==> src/rtl/fp_mul_norm_round_pkg.sv <==
// Shared widths and payload types for the FPU multiply normalise/round path.
package fpu_pkg;

    localparam int unsigned MANT_W  = 12;
    localparam int unsigned EXP_W   = 8;
    localparam int unsigned BIAS    = 127;

    localparam int unsigned PROD_W  = 2 * MANT_W;
    localparam int unsigned EXT_W   = EXP_W + 2;
    localparam int unsigned FRAC_W  = MANT_W - 1;
    localparam int unsigned RES_W   = 1 + EXP_W + FRAC_W;
    // All-ones biased exponent: first value that must saturate to infinity
    localparam int unsigned EXP_MAX = 2 * BIAS + 1;

    typedef struct packed {
        logic              sign;
        logic [EXP_W-1:0]  exp;
        logic [FRAC_W-1:0] frac;
    } fp_t;

    typedef struct packed {
        logic                    sign;
        logic [MANT_W-1:0]       sig;
        logic                    guard;
        logic                    sticky;
        logic signed [EXT_W-1:0] e;
        logic                    zero;
    } norm_t;

endpackage

==> src/rtl/fp_mul_norm_round_if.sv <==
// Valid/ready bus between multiplier_12bit, this block and its consumer.
interface fp_mul_norm_round_if
    import fpu_pkg::*;
();

    logic                    in_valid;
    logic                    in_ready;
    logic                    in_sign;
    logic signed [EXT_W-1:0] in_exp;
    logic [PROD_W-1:0]       in_prod;

    logic                    out_valid;
    logic                    out_ready;
    fp_t                     out_result;
    logic                    out_ovf;
    logic                    out_unf;

    modport slave (
        input  in_valid, in_sign, in_exp, in_prod, out_ready,
        output in_ready, out_valid, out_result, out_ovf, out_unf
    );

    modport master (
        output in_valid, in_sign, in_exp, in_prod, out_ready,
        input  in_ready, out_valid, out_result, out_ovf, out_unf
    );

endinterface

==> src/rtl/fp_mul_norm_round_round_pack.sv <==
// Stage-2 combinational rounding, exception detection and packing.
// FPMUL_RNE_EN selects round-to-nearest-even; otherwise the significand is truncated.
module fp_round_pack
    import fpu_pkg::*;
(
    input  norm_t n,
    output fp_t   result,
    output logic  ovf,
    output logic  unf
);

    logic              inc;
    logic [MANT_W:0]   sig_r;
    logic [EXT_W:0]    e_r;
    logic [FRAC_W-1:0] frac;

    // Rounding increment decision
`ifdef FPMUL_RNE_EN
    assign inc = n.guard & (n.sticky | n.sig[0]);
`else
    logic unused_gs;
    assign unused_gs = n.guard ^ n.sticky;
    assign inc       = 1'b0;
`endif

    assign sig_r = {1'b0, n.sig} + (MANT_W+1)'(inc);

    // Carry fix-up, then zero / overflow / underflow priority and packing
    always_comb begin
        result = '0;
        ovf    = 1'b0;
        unf    = 1'b0;
        e_r    = {n.e[EXT_W-1], n.e};
        frac   = sig_r[FRAC_W-1:0];

        if (sig_r[MANT_W]) begin
            e_r  = e_r + (EXT_W+1)'(1);
            frac = '0;
        end

        result.sign = n.sign;
        if (n.zero) begin
            result.exp  = '0;
            result.frac = '0;
        end else if (!e_r[EXT_W] && (e_r[EXT_W-1:0] >= EXT_W'(EXP_MAX))) begin
            result.exp  = '1;
            result.frac = '0;
            ovf         = 1'b1;
        end else if (e_r[EXT_W] || (e_r == '0)) begin
            result.exp  = '0;
            result.frac = '0;
            unf         = 1'b1;
        end else begin
            result.exp  = e_r[EXP_W-1:0];
            result.frac = frac;
        end
    end

endmodule

==> src/rtl/fp_mul_norm_round.sv <==
// Two-stage valid/ready pipeline: stage 1 normalises the significand product,
// stage 2 rounds and packs {sign, exp, frac} with overflow/underflow flags.
// Optional macro FPMUL_RNE_EN enables round-to-nearest-even (default: truncate).
module fp_mul_norm_round
    import fpu_pkg::*;
(
    input  logic               clk,
    input  logic               rst,
    fp_mul_norm_round_if.slave bus
);

    // Largest positive pre-normalisation exponent; incrementing it would wrap negative
    localparam logic [EXT_W-1:0] EXP_TOP = {1'b0, {(EXT_W-1){1'b1}}};

    norm_t s1_d;
    norm_t s1_q;
    logic  s1_valid;
    logic  s2_valid;
    logic  s2_can_accept;
    logic  in_ready_c;

    fp_t   rp_result;
    logic  rp_ovf;
    logic  rp_unf;
    fp_t   result_q;
    logic  ovf_q;
    logic  unf_q;

    assign s2_can_accept = !s2_valid || bus.out_ready;
    assign in_ready_c    = !s1_valid || s2_can_accept;

    assign bus.in_ready   = in_ready_c;
    assign bus.out_valid  = s2_valid;
    assign bus.out_result = result_q;
    assign bus.out_ovf    = ovf_q;
    assign bus.out_unf    = unf_q;

    // Stage-1 normalisation: pick the significand window by the product MSB
    always_comb begin
        s1_d      = '0;
        s1_d.sign = bus.in_sign;
        s1_d.zero = (bus.in_prod == '0);
        if (bus.in_prod[PROD_W-1]) begin
            s1_d.sig = bus.in_prod[PROD_W-1 -: MANT_W];
            s1_d.e   = (bus.in_exp == EXP_TOP) ? bus.in_exp
                                               : bus.in_exp + EXT_W'(1);
`ifdef FPMUL_RNE_EN
            s1_d.guard  = bus.in_prod[MANT_W-1];
            s1_d.sticky = |bus.in_prod[MANT_W-2:0];
`endif
        end else begin
            s1_d.sig = bus.in_prod[PROD_W-2 -: MANT_W];
            s1_d.e   = bus.in_exp;
`ifdef FPMUL_RNE_EN
            s1_d.guard  = bus.in_prod[MANT_W-2];
            s1_d.sticky = |bus.in_prod[MANT_W-3:0];
`endif
        end
    end

    // Stage-1 register: loads whenever the stage is empty or draining
    always_ff @(posedge clk or posedge rst) begin
        if (rst) begin
            s1_valid <= 1'b0;
            s1_q     <= '0;
        end else if (in_ready_c) begin
            s1_valid <= bus.in_valid;
            if (bus.in_valid) begin
                s1_q <= s1_d;
            end
        end
    end

    fp_round_pack u_round_pack (
        .n      (s1_q),
        .result (rp_result),
        .ovf    (rp_ovf),
        .unf    (rp_unf)
    );

    // Stage-2 register: holds the packed result stable under backpressure
    always_ff @(posedge clk or posedge rst) begin
        if (rst) begin
            s2_valid <= 1'b0;
            result_q <= '0;
            ovf_q    <= 1'b0;
            unf_q    <= 1'b0;
        end else if (s2_can_accept) begin
            s2_valid <= s1_valid;
            if (s1_valid) begin
                result_q <= rp_result;
                ovf_q    <= rp_ovf;
                unf_q    <= rp_unf;
            end
        end
    end

endmodule

==> src/flat_wrapper.sv <==
// flat-port wrapper written by rule: the top's interface ports become plain ports
module fp_mul_norm_round_flat import fpu_pkg::*;
  (clk, rst, bus_in_valid, bus_in_sign, bus_in_exp, bus_in_prod, bus_out_ready, bus_in_ready, bus_out_valid, bus_out_result, bus_out_ovf, bus_out_unf);
  fp_mul_norm_round_if bus_i ();
  input  logic clk;
  input  logic rst;
  input wire logic [$bits(bus_i.in_valid)-1:0] bus_in_valid;
  input wire logic [$bits(bus_i.in_sign)-1:0] bus_in_sign;
  input wire logic [$bits(bus_i.in_exp)-1:0] bus_in_exp;
  input wire logic [$bits(bus_i.in_prod)-1:0] bus_in_prod;
  input wire logic [$bits(bus_i.out_ready)-1:0] bus_out_ready;
  output wire logic [$bits(bus_i.in_ready)-1:0] bus_in_ready;
  output wire logic [$bits(bus_i.out_valid)-1:0] bus_out_valid;
  output wire logic [$bits(bus_i.out_result)-1:0] bus_out_result;
  output wire logic [$bits(bus_i.out_ovf)-1:0] bus_out_ovf;
  output wire logic [$bits(bus_i.out_unf)-1:0] bus_out_unf;
  assign bus_i.in_valid = bus_in_valid;
  assign bus_i.in_sign = bus_in_sign;
  assign bus_i.in_exp = bus_in_exp;
  assign bus_i.in_prod = bus_in_prod;
  assign bus_i.out_ready = bus_out_ready;
  assign bus_in_ready = bus_i.in_ready;
  assign bus_out_valid = bus_i.out_valid;
  assign bus_out_result = bus_i.out_result;
  assign bus_out_ovf = bus_i.out_ovf;
  assign bus_out_unf = bus_i.out_unf;
  fp_mul_norm_round u_core (.clk(clk), .rst(rst), .bus(bus_i));
endmodule
==> config.mk <==
export PLATFORM = sky130hd
export DESIGN_NAME = fp_mul_norm_round_flat
export DESIGN_NICKNAME = d
export VERILOG_FILES = /design/src/rtl/fp_mul_norm_round_pkg.sv /design/src/rtl/fp_mul_norm_round_if.sv /design/src/rtl/fp_mul_norm_round_round_pack.sv /design/src/rtl/fp_mul_norm_round.sv /design/src/flat_wrapper.sv
export SDC_FILE = /design/constraint.sdc
export NUM_CORES = 1
export LEC_CHECK = 0
export CAP_MARGIN = 0
export CORE_MARGIN = 2
export CORE_UTILIZATION = 48
export CTS_CLUSTER_DIAMETER = 100
export DETAILED_ROUTE_END_ITERATION = 6
export HOLD_SLACK_MARGIN = 0.05
export PLACE_DENSITY = 0.8
export SLEW_MARGIN = 20
export SYNTH_ARGS = -nofsm -noshare
export SYNTH_HDL_FRONTEND = slang
export SYNTH_SLANG_ARGS = --single-unit
==> constraint.sdc <==
create_clock -name clk -period 2.18 [get_ports clk]
set_input_delay 0.654 -clock clk [delete_from_list [all_inputs] [get_ports clk]]
set_output_delay 0.654 -clock clk [all_outputs]
set_load 0.02 [all_outputs]
# Yosys cells after proc, flatten, opt, wreduce, memory -nomap -nowiden
# Cells that the tools add are included.
# word_totals
inputBits	39
reg_bits	47
# op_classes
n_reduce_logical	11
magnitude_cmp	1
n_eq_ne	1
addsub	1
mux	11
# op_table
cell	n
$mux W19	3
$logic_not A24 Y1	1
$mux W10	2
$logic_not A11 Y1	1
$mux W11	1
$add A10 B2 Y10 const B	1
$eq A10 B9 Y1 const B	1
$ge A10 B8 Y1 const B	1
$mux W1	5
$reduce_and A2 Y1	2
$logic_not A1 Y1	3
$logic_or A1 B1 Y1	3
$logic_and A1 B1 Y1	1

# Longest topological paths before layout
# depth
ltp_word	5
mapped_depth	6
ltp_nobuf	5

# Modules after synthesis
# From an unflattened synthesis, not the netlist that was laid out.
# unflattened
cells_unflattened	228
hier_area_um2	2522.4
# modules_own_cells
module	n_inst	cells_each	area_per_inst_um2
fp_mul_norm_round	1	191	2163.3
fp_round_pack	1	37	359.1

# Least setup slack after synthesis
# Ideal clock, no wire load.
# synth_path
kind	input port to flip-flop
start	input bus_out_ready
end	register u_core.s1_q[4] in the netlist's numbering
setup_time_ns	0.121
cell_stages	5
t_arrival_ns	1.630
path_slack_ns	0.429
t_required_ns	2.059
path_cell_list	nand3b_1 -> nand2_1 -> buf_2 -> nor2_1 -> a22o_1
# synth_via
elab_chain_len	3
# synth_rtl
element	line	text
start, declared	flat_wrapper.sv:11	input wire logic [$bits(bus_i.out_ready)-1:0] bus_out_ready;
$logic_or A1 B1 Y1	fp_mul_norm_round.sv:29	assign s2_can_accept = !s2_valid || bus.out_ready;
$logic_or A1 B1 Y1	fp_mul_norm_round.sv:30	assign in_ready_c = !s1_valid || s2_can_accept;
$reduce_and A2 Y1 (no source line)	n/a	
end signal, assigned	fp_mul_norm_round.sv:65	s1_q <= '0;
end signal, assigned	fp_mul_norm_round.sv:69	s1_q <= s1_d;
end, declared	fp_mul_norm_round.sv:16	norm_t s1_q;
# Every way passes these cells.
# A chain may end at the register's enable or synchronous reset.

# Worst setup path after layout
# layout_path
start	input bus_out_ready
end	output bus_in_ready
# layout_via
elab_chain_len	2
# layout_rtl
element	line	text
$logic_or A1 B1 Y1	fp_mul_norm_round.sv:29	
$logic_or A1 B1 Y1	fp_mul_norm_round.sv:30	
end, declared	flat_wrapper.sv:12	output wire logic [$bits(bus_i.in_ready)-1:0] bus_in_ready;
# Every way passes these cells.

==> summary.txt <==
Logic synthesis
  – Yosys warns: 0
  – Mean Syn Cell Area: 11.0 um^2
  – Synth area leaders: dfrtp_1 (52%), mux2i_1 (6.2%), a22o_1 (5.1%)
  – Commonest cells in the netlist: dfrtp_1 (47), nand2_1 (27), o21ai_0 (15)
  – Net Count, Synth: 245
  – Main flop type after synthesis: dfrtp_1
  – Post-Synthesis Cells: 205
  – Post-synth EDFFs: 0
  – Top cell type's share of synthesized area: 52.3%
  – Most common cell in the netlist: dfrtp_1
  – Synth Cell Area: about 0.0022 mm^2
  – Synth unique cells: 39
  – Seq/Total Area, Yosys: 52.3%
  – Largest area contributor in the netlist: dfrtp_1
  – FFs w/ async S/R, synth: 100%
  – FF+latch count, synth: 47

Pwr
  – Overall power: 2.32 mW
  – PD cells: 727 mW/mm^2
  – Maximum vdd drop: 0.349 mV
  – Leakage power: 1.41 nW

Finish
  – Final net count: 327
  – Post-route core utilization: slightly above 70%
  – Layout cells sized above 1: 13.9%
  – # fillers: ~340
  – Ant diodes: 0
  – Layout area overhead: 41.6%

Floorplanning
  – Die height: roughly 72 um
  – # IOs: 63
  – Chip Width: 72.4 um
  – Core Rows: 24
  – Die ar.: 0.00524 mm^2
  – Core ar.: 0.00444 mm^2
  – Initial Utilization: 50.6%

Hold path
  – Hold Path Sink: u_core.bus.out_ovf
  – Hold path depth: 1
  – Min-delay worst type: reg -> reg
  – Hold Path Origin: u_core.bus.out_ovf

Critical path
  – CP Data Required Time: 1.53 ns
  – R2R Path End: u_core.bus.out_result[6]
  – Startpoint Class: input port
  – Worst Setup SP: bus_out_ready
  – Crit Path Max Fanout: 2
  – Flop-to-flop setup slack: 0.68 ns
  – Arrival time at the worst endpoint: 1.43 ns
  – CP Capture Type: output port
  – Critical R2R Launch: u_core.s1_q[3]
  – Register-to-Register Path Depth: 5
  – Crit Path Category: in -> out

Clock tree
  – Number of post-CTS setup repair buffers: 0
  – CTS Root Cell: clkbuf_8
  – CTS tree: yes
  – Worst-path clk slew: 0.08 ns
  – Clock Path Buffers: 2
  – H-tree depth: 2
  – CTS Buf Count: 5
  – Clk Latency, worst-skew pair: roughly 0.3 ns
  – CTS Hold Buffers Added: 0
  – Post-CTS sizing: 4
  – Clk sinks: 47

Drt
  – Via count: 1919
  – Detail Route Antenna Nets: 0
  – Total wire length: 4.98 mm
  – DR WL/cell: 14.6 um
  – Post-route DRC: 0
  – Vias per cell: 5.64
  – Drt pass-1 iters: 4
  – Initial DRC count: 98

STA
  – Setup WS post-layout: around 0.094 ns
  – Final Hold Fails: 0
  – RSZ-0062 raised after global routing: no
  – Crit path time final: 2.09 ns
  – Max_slew headroom: 74.7%
  – Finish-stage setup viols: 0
  – Setup Skew: 0.00884 ns
  – Worst Tran Pin Value: roughly 0.38 ns
  – Fin Setup TNS: 0 ns
  – Fmax: 479 MHz
  – Period utilization: 95.7%
  – Fin. max-slew vios: 0

GRT
  – Gr busiest metal: met2
  – Vias in the first global route: 1917
  – Routing usage on met3: approximately 3.2%
  – GR Util All Layers: 21.4%
  – First-pass GRT wire length: 8.77 mm
  – Met1 Usage GRT: 27.9%
  – Largest net degree at the start of global routing: 31
  – Initial antenna violation count: 0
  – Total gr overflow: 0
  – Grt met2 use: between 30% and 40%

Place
  – GPL Wtd Cong: ~0.85
  – Dpl ws: -0.350 ns
  – HPWL Detailed: 4.01 mm
  – IO Port Bufs: 62

Run
  – Max-cap violations: 0

Outcome
  – Run status: finished clean
==> metrics by stage <==
stage | area, um^2 | std cells | hold slack, ns
after floorplan | 2250 | 205 | 0.442
after global placement | 3090 | 332 | 0.458
after detailed placement | 3090 | 332 | 0.467
after CTS | 3180 | 340 | 0.487
after global routing | 3180 | 340 | 0.495
final | 3180 | 340 | 0.482
==> area by class of cell <==
class,count,area (um^2),share of cell area [%]
clock buffer,7,86.3,2.71
clock inverter,1,8.76,0.275
inverter,3,11.3,0.354
multi-input combinational,143,982,30.9
sequential,47,1180,36.9
tap,52,65.1,2.04
timing repair buffer,87,853,26.8
==> kinds of logic after synthesis <==
group / synth area share, %
flip-flops: 52.3
buffers and inverters: 3.95
AO/OA/AOI/OAI: 17.6
XOR/XNOR: 0.390
adder cells (fa/ha/maj): 0.557
multiplexers: 6.74
AND/OR/NAND/NOR: 18.4
==> cell usage in the layout, fill, tap and decap left out, types with 3 or more instances in the layout <==
| cell type | count |
|---|---|
| mux2i_1 | 14 |
| nand2_1 | 27 |
| o31ai_1 | 3 |
| nand4_1 | 5 |
| o21ai_0 | 15 |
| nand3_1 | 7 |
| clkbuf_8 | 6 |
| buf_4 | 21 |
| a221o_1 | 8 |
| dfrtp_1 | 47 |
| clkdlybuf4s50_1 | 61 |
| buf_12 | 4 |
| nor2_1 | 9 |
| and4_1 | 3 |
| a21oi_1 | 3 |
| and3_1 | 5 |
| a22o_1 | 13 |
| nor4_1 | 6 |
==> metal layers <==
metal  wire length (um)  part of all wire, %
met4                 72                  1.4
met5                  0                    0
met2               2470                   50
met3                182                  3.7
met1               2250                   45
==> power breakdown <==
part           switching (mW)  internal, mW  total, mW
logic                   0.304         0.362      0.666
registers               0.104          1.01       1.11
clock network           0.275         0.260      0.535
total                   0.683          1.63       2.32
==> how the worst max path moves through the flow <==
stage | endpoint | depth (start not counted)
floorplan | u_core.bus.out_ovf | 1
global placement | bus_in_ready | 3
detailed placement | bus_in_ready | 3
CTS | bus_in_ready | 3
global route | bus_in_ready | 3
finish | bus_in_ready | 3
==> state kept, by name (all words and copies together) (netlist names) <==
register / cells
u_core.bus.out_result: 20
u_core.bus.out_ovf: 1
u_core.s1_q: 23
u_core.s1_valid: 1
u_core.bus.out_valid: 1
u_core.bus.out_unf: 1
==> worst max-delay path: stages <==
cell,delay (ns)
clkdlybuf4s50_1,0.46
nand3b_1,0.13
buf_2,0.18
(Power assumes the default switching activity.)
